==> src/rtl/fetch_pkg.sv <==
// Shared types and constants for the instruction-fetch front end.
package fetch_pkg;

  // Instruction presented to decode when nothing valid is buffered (addi x0,x0,0).
  localparam logic [31:0] NOP_INST = 32'h0000_0013;

  // One prefetched instruction together with the address it was fetched from.
  typedef struct packed {
    logic [31:0] pc;
    logic [31:0] inst;
  } fetch_entry_t;

  // Front-end control state.
  typedef enum logic [1:0] {
    BOOT  = 2'd0,
    RUN   = 2'd1,
    DRAIN = 2'd2
  } fetch_state_e;

  // Fetch addresses are always word aligned; the low two bits are dropped.
  function automatic logic [31:0] word_align(input logic [31:0] addr);
    return addr & 32'hFFFF_FFFC;
  endfunction

endpackage

==> src/rtl/fetch_fifo.sv <==
// Small prefetch FIFO of {pc, inst} entries with synchronous flush.
module fetch_fifo
  import fetch_pkg::*;
#(
  parameter int unsigned DEPTH = 4
) (
  input  logic                       clk,
  input  logic                       rst_n,
  input  logic                       push_i,
  input  fetch_entry_t               data_i,
  input  logic                       pop_i,
  input  logic                       flush_i,
  output fetch_entry_t               head_o,
  output logic [$clog2(DEPTH):0]     count_o,
  output logic                       empty_o
);

  localparam int unsigned PW = $clog2(DEPTH);
  localparam int unsigned CW = PW + 1;

  fetch_entry_t    mem_q [DEPTH];
  logic [PW-1:0]   wr_ptr_q, wr_ptr_d;
  logic [PW-1:0]   rd_ptr_q, rd_ptr_d;
  logic [CW-1:0]   count_q, count_d;
  logic            pop_s;

  assign empty_o = (count_q == '0);
  assign count_o = count_q;
  assign head_o  = mem_q[rd_ptr_q];
  assign pop_s   = pop_i && !empty_o;

  // Pointer and occupancy update; flush wins over push and pop.
  always_comb begin
    wr_ptr_d = wr_ptr_q;
    rd_ptr_d = rd_ptr_q;
    count_d  = count_q;
    if (flush_i) begin
      wr_ptr_d = '0;
      rd_ptr_d = '0;
      count_d  = '0;
    end else begin
      if (push_i) begin
        wr_ptr_d = wr_ptr_q + PW'(1);
      end else begin
        wr_ptr_d = wr_ptr_q;
      end
      if (pop_s) begin
        rd_ptr_d = rd_ptr_q + PW'(1);
      end else begin
        rd_ptr_d = rd_ptr_q;
      end
      count_d = count_q + CW'(push_i) - CW'(pop_s);
    end
  end

  // Pointer and occupancy registers.
  always_ff @(posedge clk or negedge rst_n) begin
    if (!rst_n) begin
      wr_ptr_q <= '0;
      rd_ptr_q <= '0;
      count_q  <= '0;
    end else begin
      wr_ptr_q <= wr_ptr_d;
      rd_ptr_q <= rd_ptr_d;
      count_q  <= count_d;
    end
  end

  // Entry storage; a flushed push is discarded.
  always_ff @(posedge clk or negedge rst_n) begin
    if (!rst_n) begin
      for (int i = 0; i < int'(DEPTH); i++) begin
        mem_q[i] <= '0;
      end
    end else if (push_i && !flush_i) begin
      mem_q[wr_ptr_q] <= data_i;
    end
  end

endmodule

==> src/rtl/fetch_prefetch_checker.sv <==
// Protocol and occupancy checks for the prefetch unit.
module fetch_prefetch_checker #(
  parameter int unsigned DEPTH = 4,
  parameter int unsigned CW    = 3
) (
  input logic          clk,
  input logic          rst_n,
  input logic          rvalid_i,
  input logic [CW-1:0] inflight_i,
  input logic [CW-1:0] fifo_count_i
);

  // A response with nothing in flight is a memory protocol error; the word is ignored.
  a_rvalid_tracked: assert property (@(posedge clk) disable iff (!rst_n)
    rvalid_i |-> (inflight_i != '0))
    else $error("fetch: rvalid received with no request in flight");

  // Credit accounting must keep the FIFO within its capacity.
  a_fifo_bound: assert property (@(posedge clk) disable iff (!rst_n)
    fifo_count_i <= CW'(DEPTH))
    else $error("fetch: prefetch FIFO occupancy above capacity");

endmodule

==> src/rtl/fetch_prefetch_unit.sv <==
// Instruction-fetch front end: in-order memory requests, prefetch buffer, decode interface.
module fetch_prefetch_unit
  import fetch_pkg::*;
#(
  parameter int unsigned DEPTH           = 4,
  parameter int unsigned MAX_OUTSTANDING = 2,
  parameter logic [31:0] RESET_PC        = 32'h0000_0000
) (
  input  logic        clk,
  input  logic        rst_n,
  output logic        imem_req,
  output logic [31:0] imem_addr,
  input  logic        imem_gnt,
  input  logic        imem_rvalid,
  input  logic [31:0] imem_rdata,
  output logic        de_valid,
  output logic [31:0] de_inst,
  output logic [31:0] de_pc,
  output logic [31:0] de_pc_inc,
  input  logic        de_stall,
  input  logic        redirect,
  input  logic [31:0] redirect_pc
);

  localparam int unsigned CW = $clog2(DEPTH) + 1;
  localparam int unsigned SW = CW + 1;

  fetch_state_e  state_q, state_d;
  logic [31:0]   fetch_pc_q, fetch_pc_d;
  logic [31:0]   resp_pc_q, resp_pc_d;
  logic [CW-1:0] inflight_q, inflight_d;
  logic [CW-1:0] drop_cnt_q, drop_cnt_d;

  logic          rsp_ok_s;
  logic          gnt_s;
  logic          push_s;
  logic          pop_s;
  logic          credit_ok_s;
  logic [31:0]   redir_target_s;
  fetch_entry_t  push_data_s;
  fetch_entry_t  head_s;
  logic [CW-1:0] fifo_count_s;
  logic          fifo_empty_s;

  // Only responses to tracked requests count; a stray rvalid is ignored.
  assign rsp_ok_s       = imem_rvalid && (inflight_q != '0);
  assign redir_target_s = word_align(redirect_pc);

  // Buffered plus in-flight words may never exceed the FIFO, so pushes cannot overflow.
  assign credit_ok_s = ((SW'(fifo_count_s) + SW'(inflight_q)) < SW'(DEPTH)) &&
                       (inflight_q < CW'(MAX_OUTSTANDING));

  assign imem_req  = (state_q != BOOT) && !redirect && credit_ok_s;
  assign imem_addr = fetch_pc_q;
  assign gnt_s     = imem_req && imem_gnt;

  assign push_s      = rsp_ok_s && (drop_cnt_q == '0) && !redirect;
  assign push_data_s = '{pc: resp_pc_q, inst: imem_rdata};

  assign de_valid = !fifo_empty_s && !redirect;
  assign pop_s    = de_valid && !de_stall;

  // Decode view of the FIFO head; zeros before the first fetch, NOP when merely empty.
  always_comb begin
    de_inst   = 32'h0000_0000;
    de_pc     = 32'h0000_0000;
    de_pc_inc = 32'h0000_0000;
    if (de_valid) begin
      de_inst   = head_s.inst;
      de_pc     = head_s.pc;
      de_pc_inc = head_s.pc + 32'd4;
    end else if (state_q == BOOT) begin
      de_inst = 32'h0000_0000;
    end else begin
      de_inst = NOP_INST;
    end
  end

  // Next-state logic: redirect overrides request, response and state progress.
  always_comb begin
    state_d    = state_q;
    fetch_pc_d = fetch_pc_q;
    resp_pc_d  = resp_pc_q;
    inflight_d = inflight_q + CW'(gnt_s) - CW'(rsp_ok_s);
    drop_cnt_d = drop_cnt_q;
    if (redirect) begin
      fetch_pc_d = redir_target_s;
      resp_pc_d  = redir_target_s;
      // Everything still outstanding after this cycle belongs to the old path.
      drop_cnt_d = inflight_q - CW'(rsp_ok_s);
      state_d    = (drop_cnt_d != '0) ? DRAIN : RUN;
    end else begin
      if (gnt_s) begin
        fetch_pc_d = fetch_pc_q + 32'd4;
      end else begin
        fetch_pc_d = fetch_pc_q;
      end
      if (rsp_ok_s && (drop_cnt_q != '0)) begin
        drop_cnt_d = drop_cnt_q - CW'(1);
      end else if (rsp_ok_s) begin
        resp_pc_d = resp_pc_q + 32'd4;
      end else begin
        drop_cnt_d = drop_cnt_q;
      end
      case (state_q)
        BOOT:    state_d = RUN;
        RUN:     state_d = RUN;
        DRAIN:   state_d = (drop_cnt_d == '0) ? RUN : DRAIN;
        default: state_d = BOOT;
      endcase
    end
  end

  // Control and address registers.
  always_ff @(posedge clk or negedge rst_n) begin
    if (!rst_n) begin
      state_q    <= BOOT;
      fetch_pc_q <= RESET_PC;
      resp_pc_q  <= RESET_PC;
      inflight_q <= '0;
      drop_cnt_q <= '0;
    end else begin
      state_q    <= state_d;
      fetch_pc_q <= fetch_pc_d;
      resp_pc_q  <= resp_pc_d;
      inflight_q <= inflight_d;
      drop_cnt_q <= drop_cnt_d;
    end
  end

  fetch_fifo #(.DEPTH(DEPTH)) u_fifo (
    .clk     (clk),
    .rst_n   (rst_n),
    .push_i  (push_s),
    .data_i  (push_data_s),
    .pop_i   (pop_s),
    .flush_i (redirect),
    .head_o  (head_s),
    .count_o (fifo_count_s),
    .empty_o (fifo_empty_s)
  );

  fetch_prefetch_checker #(.DEPTH(DEPTH), .CW(CW)) u_checker (
    .clk          (clk),
    .rst_n        (rst_n),
    .rvalid_i     (imem_rvalid),
    .inflight_i   (inflight_q),
    .fifo_count_i (fifo_count_s)
  );

endmodule

==> config.mk <==
export PLATFORM = sky130hd
export DESIGN_NAME = fetch_prefetch_unit
export DESIGN_NICKNAME = d
export VERILOG_FILES = /design/src/rtl/fetch_pkg.sv /design/src/rtl/fetch_fifo.sv /design/src/rtl/fetch_prefetch_checker.sv /design/src/rtl/fetch_prefetch_unit.sv
export SDC_FILE = /design/constraint.sdc
export NUM_CORES = 1
export LEC_CHECK = 0
export ABC_AREA = 1
export BUFFER_PORTS_ARGS = -buffer_cell sky130_fd_sc_hd__clkbuf_2
export CAP_MARGIN = 15
export CORE_MARGIN = 2
export CORE_UTILIZATION = 38
export DETAILED_ROUTE_END_ITERATION = 10
export GPL_ROUTABILITY_DRIVEN = 0
export PLACE_DENSITY = 0.6
export SLEW_MARGIN = 30
export SYNTH_ARGS = -nofsm -noshare
export SYNTH_HDL_FRONTEND = slang
export SYNTH_SLANG_ARGS = --single-unit
==> constraint.sdc <==
create_clock -name clk -period 3.3 [get_ports clk]
set_clock_uncertainty 0.15 [all_clocks]
set_input_delay 0.495 -clock clk [delete_from_list [all_inputs] [get_ports clk]]
set_output_delay 0.495 -clock clk [all_outputs]
set_load 0.02 [all_outputs]
; ---- Word-level counts from Yosys, hierarchy flattened
; Cells that the tools add are included.
[op_classes]
eq_ne = 3
mux = 27
n_bitwise = 2
n_addsub = 12
n_reduce_logical = 30
order_cmp = 5
[op_table]
columns = operator, count
row1 = $bwmux W256, 1
row2 = $mux W32, 8
row3 = $mux W64, 3
row4 = $bmux W64 S2, 1
row5 = $demux W64 S2, 1
row6 = $add A32 B3 Y32 const B, 3
row7 = $mux W2, 7
row8 = $logic_and A1 B1 Y1, 13
row9 = $mux W3, 4
row10 = $reduce_bool A2 Y1, 5
row11 = $logic_not A3 Y1, 3
row12 = $reduce_bool A3 Y1, 3
row13 = $sub A3 B1 Y3, 3
row14 = $add A3 B1 Y3, 2
row15 = $ge A3 B3 Y1 const B, 2
row16 = $not A2 Y3, 2
row17 = $mux W5, 1
row18 = $add A2 B1 Y2 const B, 2
row19 = $add A3 B3 Y4, 1
row20 = $lt A4 B3 Y1 const B, 1
row21 = $pmux W2 S2, 1
row22 = $logic_not A1 Y1, 3
row23 = $lt A3 B1 Y1 const B, 1
row24 = $lt A3 B2 Y1 const B, 1
row25 = other kinds (7), 7
[totals]
wordCells = 95
register_bits = 335
output_inout_bits = 130

; ---- Depth between registers and ports, before layout
; Gate-level depths: netlist of run 1.
[logic_depth]
word_depth = 9
mapped_depth = 16
depth_no_buf = 14

; ---- By module
; A second synthesis of run 1 with hierarchy kept.
[hier_totals]
cells_unflattened = 2379
area_unflattened_um2 = 17664.4
[modules_own_cells]
columns = module, instances, cells_each, area_each_um2
row1 = fetch_fifo, 1, 1307, 11305.8
row2 = fetch_prefetch_unit, 1, 1072, 6358.6

; ---- Worst setup path after synthesis of run 1
; Ideal clock, no wire load.
[synth_timing]
kind = reg2out
start = register u_fifo.rd_ptr_q[0]
end = output de_pc_inc[18]
n_path_buf = 2
arrival_ns = 2.158
path_slack_ns = 0.497
stages_incl_launch_ff = 13
path_cell_list = dfrtp_1 -> buf_6 -> buf_6 -> a21oi_1 -> o21ai_0 -> nand2_1 -> ha_1 -> inv_1 -> nor2_1 -> nand2_1 -> nor2_1 -> a21oi_1 -> nor3b_1
[synth_via]
elab_chain_len = 6
[synth_rtl]
columns = item, line_no
row1 = "start, declared", fetch_fifo.sv:23  ; logic [PW-1:0] rd_ptr_q, rd_ptr_d;
row2 = "start signal, assigned", fetch_fifo.sv:64  ; rd_ptr_q <= rd_ptr_d;
row3 = $not A2 Y3 (implied by the code), fetch_fifo.sv:29  ; assign head_o = mem_q[rd_ptr_q];
row4 = $bmux W64 S2, fetch_fifo.sv:29
row5 = $mux W64 (implied by the code) (2 in series), fetch_fifo.sv:29
row6 = $add A32 B3 Y32, fetch_prefetch_unit.sv:71  ; de_pc_inc = head_s.pc + 32'd4;
row7 = $mux W32, fetch_prefetch_unit.sv:68  ; if (de_valid) begin
row8 = "end, declared", fetch_prefetch_unit.sv:19  ; output logic [31:0] de_pc_inc,
; Every way passes these cells. The select of a mux whose other input is x is not followed.

; ---- Worst setup path after layout of run 1
[layout_timing]
start = register u_fifo.rd_ptr_q[0]
end = output de_pc_inc[16]
; Same word-level chain as after synthesis.

==> summary.txt, run 1 <==
Outcome
  – Run status: complete, but fails checks
  – Failing checks: negative setup slack

Timing
  – Final Hold Fails: 0
  – RSZ-0062 raised after global routing: true
  – Worst-Margin Slew: 0.780 ns
  – FMAX: 300 MHz
  – Setup ws final: -0.0367 ns
  – Max-slew headroom: 48.0%
  – # setup viols final: 8
  – Final worst path period need: 3.34 ns
  – Max Slew Vio Count: 0
  – Final worst-path cycle share: 101%

Clocking
  – CTS H-tree lvls: 2
  – Total CTS buffers: 38
  – Largest buffer count on any clock path: 3
  – Clk sinks: 323
  – CTS tree: done
  – Clock latency on the worst-skew pair: 0.53 ns
  – Root Driver: clkbuf_16
  – Clk slew on worst S/H paths: 0.06 ns

GRT
  – Initial antenna violation count: 0
  – All-Layer GR Usage: 22.3%
  – First-pass GRT wire length: 85400 µm
  – Vias in the first global route: 15600
  – Gr ovfl total: 0
  – Largest net degree at the start of global routing: 113

Critical path
  – Worst Setup End Kind: output pin
  – Critical path buffers and inverters: 4
  – CP max stage delay: 0.53 ns
  – Critical path's top delay family: simple AND/OR/NAND/NOR gates
  – Critical-path top delay cell: dfrtp_4
  – Crit path DAT: 2.69 ns
  – CP Max Fanout: 11
  – Startpoint types: register
  – Crit Path Category: reg -> out
  – Worst path required time: 2.65 ns
  – CP cell instances: buf_12 -> clkinv_8 -> buf_8 -> nand2_1 -> nand3_1 -> nand2_2 -> nor2_4 -> nand2_4 -> nor2_4 -> a21oi_2 -> a21oi_2 -> clkbuf_8

Route
  – Initial DRC Count: 1173
  – Final ANT Viol Nets: 0
  – Final WL: 55500 µm
  – Routed wire per std cell: 17.4 µm
  – Initial DRT Pass Iterations: 5
  – Routed vias: 16600
  – Residual DRC: 0
  – Vias per cell: 5.21

Placed design
  – Detailed placer's ending HPWL: 37300 µm
  – IO Port Bufs: 191
  – Worst setup slack after placement: 0.172 ns

Floorplan
  – Initial Util: 38.4%
  – Die area: 48600 µm²
  – Die height: 220 µm
  – CORE AREA: 46400 µm²
  – Cell Rows: 79
  – Die width: 220 µm
  – Ports: 200

Synthesis
  – Synthesized area: 17800 µm²
  – Biggest area consumer among synthesized cells: dfrtp_1
  – Synth top area share: 45.4%
  – Sequential area share after synthesis: 45.4%
  – Synth area leaders: dfrtp_1, nand2_1, o21ai_0
  – Yosys reg bits: 323
  – Mapped Cells: 2348
  – Syn avg cell area: 7.58 µm²
  – Unique cell type count in the Yosys netlist: 42
  – Yosys warning total: 0

Power and ir drop
  – PD cells: 821 nW/µm²
  – Clock Power Share: 22.3%
  – Net Sw Power: 7.80 mW
  – VDD IR-drop max: 357 µV
  – Internal: 10.5 mW
  – Reg power frac: 30.5%
  – Leak: 10.7 nW
  – Switching Share: 42.7%
  – Overall power: 18.3 mW
  – Combinational share of power: 47.2%

Final layout
  – Layout cell share with drive strength beyond 1: 24.6%
  – Nets: 2650
  – Commonest non-fill, non-tap cell in the layout: nand2_1
  – Commonest cells after routing, fill and taps aside: nand2_1, dfrtp_1, inv_1, nor2_1, o21ai_0
  – Area growth, synth to finish: 25.0%
  – Diode count: 0

Hold path
  – Min-delay worst type: in -> reg

Run
  – Maxcap violations: 0
final cells by class:
cell class,instances,area (µm²)
clock buffer,56,1110
clock inverter,8,90.1
fill,4442,24100
inverter,220,860
multi-input combinational,1682,9080
sequential,323,8090
tap,607,759
timing repair buffer,293,2250
timing repair inverter,2,25.0
metal layers:
layer	global-route usage [%]	routed length, µm	part of all wire (%)
met3	4.00	3590	6.5
met4	6.33	1380	2.5
met1	31.3	24700	44
met2	35.2	25800	47
met5	0	0	0
cells by family (layout without fill, tap and decap cells):
group           after synthesis  after routing  share of synthesized area, %
xor+xnor                     31             31                          1.52
fa+ha+maj                    20             20                          1.49
flops                       323            323                          45.4
compound gates              467            467                          13.9
simple gates               1094           1094                          25.1
buf+inv                     348            579                          8.57
mux                          64             64                          4.05
other cells                   1              6                        0.0211
Yosys cell counts, drive strengths merged:
| master | instances |
|---|---|
| o21ai | 214 |
| inv | 217 |
| o211ai | 22 |
| nand3b | 3 |
| ha | 18 |
| nand4 | 20 |
| a31oi | 6 |
| dfrtp | 323 |
| clkbuf | 37 |
| nor3 | 29 |
| nor4 | 2 |
| mux2 | 64 |
| nand2 | 637 |
| conb | 1 |
| buf | 91 |
| or2 | 1 |
| nor2 | 269 |
| o221ai | 7 |
| clkinv | 3 |
| o21bai | 3 |
| o31ai | 2 |
| xnor2 | 4 |
| fa | 2 |
| a22oi | 2 |
| nand3 | 131 |
| a32oi | 1 |
| a21oi | 207 |
| nor3b | 2 |
| a21boi | 3 |
| xor2 | 27 |
state kept, by name, indices dropped and copies added (netlist names):
register         flops
drop_cnt_q           3
imem_addr           30
inflight_q           3
resp_pc_q           30
state_q              2
u_fifo.count_o       3
u_fifo.mem_q       248
u_fifo.rd_ptr_q      2
u_fifo.wr_ptr_q      2
power by group through the flow:
stage	Clock (mW)	Combinational, mW	Sequential (mW)
6_report	4.07	8.62	5.57
5_1_grt	4.33	9.41	5.68
4_1_cts	4.17	7.70	5.54
3_5_place_dp	0	6.53	5.60
3_3_place_gp	0	6.42	5.56
2_1_floorplan	0	4.42	5.48
path summary, 6_finish.rpt:
kind / to / startpoint / slack (ns) / cells past startpoint
max: de_pc_inc[16] / u_fifo.rd_ptr_q[0] / -0.04 / 12
max in group asynchronous: imem_addr[3] / rst_n / 1.65 / 3
min: u_fifo.mem_q[158] / imem_rdata[30] / 0.06 / 3
min reg2reg: u_fifo.mem_q[214] / u_fifo.mem_q[214] / 0.35 / 1
min in group asynchronous: u_fifo.mem_q[135] / rst_n / 0.43 / 2
max reg2reg: inflight_q[2] / inflight_q[2] / 0.64 / 11
through the flow:
step / std cells / hold slack (ns) / util (%) / instance area (µm²) / TNS, ns
after floorplan: 2353 / 0.0494 / - / 17800 / 0
after global placement: 3073 / 0.333 / 41.9 / 19400 / 0
after detailed placement: 3073 / 0.340 / 41.9 / 19400 / 0
after CTS: 3175 / 0.0385 / 46.5 / 21500 / -0.502
after global routing: 3191 / 0.0583 / 48.0 / 22300 / -2.31
final: 3191 / 0.0607 / 48.0 / 22300 / -0.169
tightest hold or removal path: cells and delay by family:
kind | cells | cell delay [ns]
compound gates | 1 | 0.06
buf+inv | 1 | 0.11
simple gates | 1 | 0.05
what timing repair did:
action                                 in CTS  in global routing
setup buffers                              30                 16
hold buffers                                1                  0
gates resized for setup                   162                183
setup endpoints to repair                  44                 25
pin swaps                                  40                 84
endpoints found under the hold margin      84                  0
cloned                                      7                  1
Power figures use the tool's default switching activity.
==> run 2: changes to the inputs <==
- SKIP_LAST_GASP: not set -> 1
==> run 2 against run 1 <==
  * The flow still finishes with violations (negative setup slack)
  * Die area unchanged
  * Utilization up 0.092 points
  * Register-to-register slack about the same
  * Combinational power up 0.7%
  * Critical path depth up 4
  * Clock power about the same
  * Wire length up 0.22%
  * Non-clock buffer count up 5
  * Fmax up 0.46%
  * Sequential power about the same
==> summary.txt, run 2 (same netlist as run 1, synthesis figures left out) <==
Outcome
  – Run status: complete, but fails checks
  – Failing checks: negative setup slack

GRT
  – All-Layer GR Usage: 22.3%
  – Met3 usage: 3.92%
  – Met1 usage in global routing: 31.5%
  – First-pass GRT wire length: 85500 µm
  – Gr ovfl total: 0
  – Initial antenna violation count: 0
  – Layer with the highest usage: met2
  – Vias in the first global route: 15600
  – Largest net degree at the start of global routing: 113
  – Met2 Usage GRT: 35.1%

Timing
  – RSZ-0062 raised after global routing: true
  – Max Slew Vio Count: 0
  – Setup TNS: -0.0795 ns
  – Worst hold margin: 0.0611 ns
  – Max-slew headroom: 47.1%
  – # setup viols final: 8
  – Final worst path period need: 3.32 ns
  – Worst-Margin Slew: 0.794 ns
  – Final worst-path cycle share: 101%
  – Setup ws final: -0.0214 ns
  – FMAX: 301 MHz
  – Final Hold Fails: 0

Critical path
  – Cell seen most often among critical-path stages: nand2_1
  – Startpoint types: register
  – Worst Setup End Kind: output pin
  – Critical path buffers and inverters: 5
  – Worst path required time: 2.65 ns
  – Crit Path Category: reg -> out
  – Crit path DAT: 2.68 ns
  – Critical-path top delay cell: dfrtp_4
  – CP max stage delay: 0.48 ns
  – CP Max Fanout: 8
  – Critical path's top delay family: simple AND/OR/NAND/NOR gates
  – CP cell instances: buf_12 -> clkinv_16 -> buf_12 -> buf_6 -> nand2_1 -> nand3_2 -> nand2_4 -> nand2_4 -> nor2_2 -> nand2_2 -> nor2_4 -> nand2_1 -> nand2_1 -> nand2_1 -> nor2_1 -> buf_4

Final layout
  – Layout cell share with drive strength beyond 1: 24.5%
  – Nets: 2655
  – Area growth, synth to finish: 25.3%
  – Diode count: 0
  – Fill cell count: 4434
  – Top reg by flops: u_fifo.mem_q
  – Commonest cells after routing, fill and taps aside: nand2_1, dfrtp_1, inv_1, nor2_1, o21ai_0
  – Max reg flops: 248
  – Commonest non-fill, non-tap cell in the layout: nand2_1
  – Final Util: 48.1%

Route
  – Final WL: 55600 µm
  – Residual DRC: 0
  – Vias per cell: 5.19
  – Routed wire per std cell: 17.4 µm
  – Initial DRT Pass Iterations: 6
  – Routed vias: 16600
  – Final ANT Viol Nets: 0
  – Initial DRC Count: 1212

Clocking
  – CTS H-tree lvls: 2
  – Clock latency on the worst-skew pair: 0.53 ns
  – Clk sinks: 323
  – Total CTS buffers: 38
  – Largest buffer count on any clock path: 3
  – Root Driver: clkbuf_16
  – CTS tree: done
  – Clk slew on worst S/H paths: 0.06 ns

Power and ir drop
  – Switching Share: 42.7%
  – PD cells: 822 nW/µm²
  – Leak: 10.8 nW
  – Combinational share of power: 47.4%
  – VDD IR-drop max: 355 µV
  – Clock Power Share: 22.2%
  – Net Sw Power: 7.82 mW
  – Reg power frac: 30.4%
  – Internal: 10.5 mW
  – Overall power: 18.3 mW

Floorplan
  – Die area: 48600 µm²
  – Die width: 220 µm
  – CORE AREA: 46400 µm²
  – Die height: 220 µm
  – Ports: 200
  – Initial Util: 38.4%
  – Cell Rows: 79

Run
  – Maxcap violations: 0

Hold path
  – Min-delay worst type: in -> reg

Placed design
  – Detailed placer's ending HPWL: 37300 µm
  – IO Port Bufs: 191
==> run 2: cell count changes in the layout (fill, tap and decap cells not counted), sizes merged <==
| cell | previous run | this run |
|---|---|---|
| buf | 120 | 125 |
==> run 2: metrics by stage <==
| stage | std cells | area [µm²] | setup WS (ns) |
|---|---|---|---|
| after floorplan | 2353 | 17800 | 0.497 |
| after global placement | 3073 | 19400 | 0.147 |
| after detailed placement | 3073 | 19400 | 0.172 |
| after CTS | 3175 | 21500 | -0.112 |
| after global routing | 3196 | 22300 | -0.159 |
| final | 3196 | 22300 | -0.0214 |
==> run 2: worst paths after layout <==
check                                   start  cells past startpoint           endpoint  slack [ns]
max                        u_fifo.rd_ptr_q[0]                     16      de_pc_inc[29]       -0.02
min                            imem_rdata[30]                      3  u_fifo.mem_q[158]        0.06
max reg2reg                     inflight_q[2]                     11      inflight_q[2]        0.64
min reg2reg                 u_fifo.mem_q[212]                      1  u_fifo.mem_q[212]        0.35
max in group asynchronous               rst_n                      3       imem_addr[3]        1.64
min in group asynchronous               rst_n                      2  u_fifo.mem_q[135]        0.43
==> run 2: layout make-up <==
type	count	area [µm²]	share of cell area, %
clock buffer	56	1110	4.97
inverter	220	860	3.85
timing repair buffer	298	2300	10.3
multi-input combinational	1682	9070	40.7
timing repair inverter	2	25.0	0.112
tap	607	759	3.41
sequential	323	8090	36.3
clock inverter	8	90.1	0.404
==> run 2: timing repair <==
action | 4_1_cts | 5_1_grt
buffers inserted | 30 | 20
cloned | 7 | 2
setup endpoints to repair | 44 | 25
hold buffers | 1 | 0
pin swaps | 40 | 90
gates resized for setup | 153 | 188
hold endpoints to repair | 84 | 0
==> run 2: layer usage <==
layer | vias to the layer above | part of all wire [%]
met3 | 95 | 6.3
met5 | - | 0
met4 | 0 | 2.5
met2 | 514 | 46
met1 | 7944 | 45
li1 | 8036 | -
==> run 2: power by group through the flow <==
stage                     Sequential (mW)  Clock (mW)  Combinational (mW)
after floorplan                      5.48           0                4.42
after global placement               5.56           0                6.42
after detailed placement             5.60           0                6.53
after CTS                            5.54        4.17                7.66
after global routing                 5.69        4.33                9.46
final                                5.58        4.07                8.68
==> run 2: worst min-delay path: cells and delay by family <==
kind | cells | cell delay, ns
buf+inv | 1 | 0.11
compound gates | 1 | 0.06
simple gates | 1 | 0.05
==> run 3: changes to the inputs <==
- ABC_AREA: 1 -> not set
==> run 3 against run 2 <==
  * The run still ends with negative setup slack left
  * Flip-flop and latch count is the same
  * Total power shrank 26%
  * Global-route usage is 3.7 points lower
  * Count of clock-buffer cells in the layout fell by 3
  * Setup slack got worse by 0.26 ns
  * First-iteration DRC count down 49%
  * Final cell count decreased by 36%
  * Via count is 34% lower
  * Critical path type unchanged
  * Highest routed layer is now met5
==> summary.txt, run 3 <==
Critical path
  – Worst Setup End Kind: output pin
  – RR Startpoint: imem_addr[2]
  – Startpoint types: register
  – CP Max Fanout: 5
  – Crit path from: u_fifo.rd_ptr_q[0]
  – CP max stage delay: 0.53 ns
  – Crit Path Category: reg -> out
  – Worst path required time: 2.65 ns
  – Critical path buffers and inverters: 1
  – Critical-path top delay cell: dfrtp_4
  – Crit path DAT: 2.93 ns
  – CP cell instances: mux4_2 -> ha_4 -> nand4_1 -> or4_4 -> or3_4 -> a21oi_2 -> clkbuf_8
  – Critical path's top delay family: simple AND/OR/NAND/NOR gates

Synthesis
  – Unique cell type count in the Yosys netlist: 55
  – Sequential area share after synthesis: 50.1%
  – Syn avg cell area: 12.6 µm²
  – Biggest area consumer among synthesized cells: dfrtp_1
  – Synthesized area: 16100 µm²
  – Top cells by count, synth: dfrtp_1, mux2_2, nand2_1
  – Most frequent cell after synthesis: dfrtp_1
  – Top FF cell, synth: dfrtp_1
  – Synth top area share: 50.1%
  – Mapped Cells: 1283
  – Yosys warning total: 0
  – FFs w/ async S/R, synth: 100%
  – Synth area leaders: dfrtp_1, mux2_2, mux4_2
  – EDFF count, synth: 0
  – Yosys reg bits: 323

Final layout
  – Diode count: 0
  – Nets: 1585
  – Layout cell share with drive strength beyond 1: 43.4%
  – Final instance area: 19500 µm²
  – Commonest cells after routing, fill and taps aside: dfrtp_1, mux2_2, clkbuf_2, nand2_1, nor2_1
  – Max reg flops: 248
  – Top reg by flops: u_fifo.mem_q
  – Final Util: 46.5%
  – Commonest non-fill, non-tap cell in the layout: dfrtp_1
  – Area growth, synth to finish: 20.9%

Placed design
  – Dpl cell area: 17900 µm²
  – IO Port Bufs: 191
  – Detailed placer's ending HPWL: 27400 µm
  – Worst setup slack after placement: 0.00143 ns

Floorplan
  – Initial Util: 38.4%
  – Ports: 200
  – Die width: 210 µm
  – Die height: 210 µm
  – Die area: 44100 µm²
  – CORE AREA: 41900 µm²
  – Cell Rows: 75

Clocking
  – Clk slew on worst S/H paths: 0.06 ns
  – Largest buffer count on any clock path: 3
  – Clock latency on the worst-skew pair: 0.53 ns
  – CTS tree: done
  – Total CTS buffers: 36
  – Clk sinks: 323
  – Root Driver: clkbuf_16
  – CTS H-tree lvls: 2

Power and ir drop
  – Net Sw Power: 4.34 mW
  – Reg power frac: 38.5%
  – PD cells: 699 nW/µm²
  – VDD IR-drop max: 486 µV
  – Clock Power Share: 30.6%
  – Internal: 9.29 mW
  – Overall power: 13.6 mW
  – Leak: 8.98 nW
  – Switching Share: 31.8%
  – Combinational share of power: 30.9%

Timing
  – Final Hold Fails: 0
  – Worst hold margin: 0.0702 ns
  – Worst-Margin Slew: 0.796 ns
  – # setup viols final: 21
  – Final worst path period need: 3.58 ns
  – Max Slew Vio Count: 0
  – FMAX: 279 MHz
  – RSZ-0062 raised after global routing: true
  – Setup ws final: -0.279 ns
  – Max-slew headroom: 46.8%
  – Final worst-path cycle share: 108%

Route
  – Vias per cell: 5.28
  – Initial DRC Count: 619
  – Routed wire per std cell: 19.7 µm
  – Final WL: 40600 µm
  – Routed vias: 10900
  – Initial DRT Pass Iterations: 6
  – Final ANT Viol Nets: 0
  – Residual DRC: 0

Run
  – Maxcap violations: 0

GRT
  – Largest net degree at the start of global routing: 92
  – First-pass GRT wire length: 64400 µm
  – Initial antenna violation count: 1
  – Vias in the first global route: 11300
  – All-Layer GR Usage: 18.6%
  – Gr ovfl total: 0

Hold path
  – Min-delay worst type: in -> reg
  – Hold Startpoint: redirect_pc[10]

Outcome
  – Failing checks: negative setup slack
  – Run status: complete, but fails checks
## run 3: logic make-up (layout without fill, tap and decap cells)
logic type,count (synthesis),after routing,share of synthesized area [%]
AOI/OAI and AO/OA,104,104,3.84
xor gates and xnor gates,63,63,3.42
adders and majority gates,20,20,1.65
buffers and inverters,109,343,3.16
DFF,323,323,50.1
muxes,317,317,26.6
other,1,6,0.0233
and+or+nand+nor,346,346,11.2
## run 3: layout make-up
cell class	count	area [µm²]
fill	3843	22500
sequential	323	8090
multi-input combinational	856	7660
timing repair buffer	251	1710
clock buffer	53	1130
tap	539	674
clock inverter	12	128
inverter	27	101
## run 3: through the flow
step                std cells  setup TNS (ns)
finish                   2061           -3.11
floorplan                1288               0
detailed placement       1988               0
global route             2061           -5.97
CTS                      2059           -4.27
global placement         1988               0
## run 3: per-layer routing
metal | GRT usage, % | part of all wire (%) | vias up
li1 | - | - | 5026
met3 | 3.25 | 4.2 | 63
met4 | 6.09 | 2.8 | 2
met2 | 29.1 | 46 | 201
met5 | 0 | 0.032 | -
met1 | 26.4 | 47 | 5581
## run 3: tightest hold or removal path, stage by stage
cell and delay (ns):
clkbuf_2 0.08, nand2_1 0.06, o21ai_0 0.07
## run 3: worst paths after layout
| check | endpoint | slack (ns) | depth (start not counted) |
|---|---|---|---|
| max | de_pc_inc[18] | -0.28 | 7 |
| max reg2reg | imem_addr[30] | 0.48 | 7 |
| min | resp_pc_q[10] | 0.07 | 3 |
| min in group asynchronous | imem_addr[8] | 0.35 | 2 |
| min reg2reg | u_fifo.mem_q[43] | 0.35 | 1 |
| max in group asynchronous | u_fifo.mem_q[81] | 1.74 | 3 |
## run 3: what timing repair did
item,CTS,global route
setup endpoints to repair,57,53
endpoints found under the hold margin,59,0
resized for setup,47,36
setup buffers,5,3
pin swaps,9,11
hold buffers,1,0
## run 3: power by group through the flow
stage	combinational (mW)	clock (mW)	sequential, mW
after floorplan	2.81	0	5.16
after global placement	3.99	0	5.25
after detailed placement	4.06	0	5.30
after CTS	4.22	4.29	5.24
after global routing	4.59	4.45	5.36
final	4.21	4.17	5.24
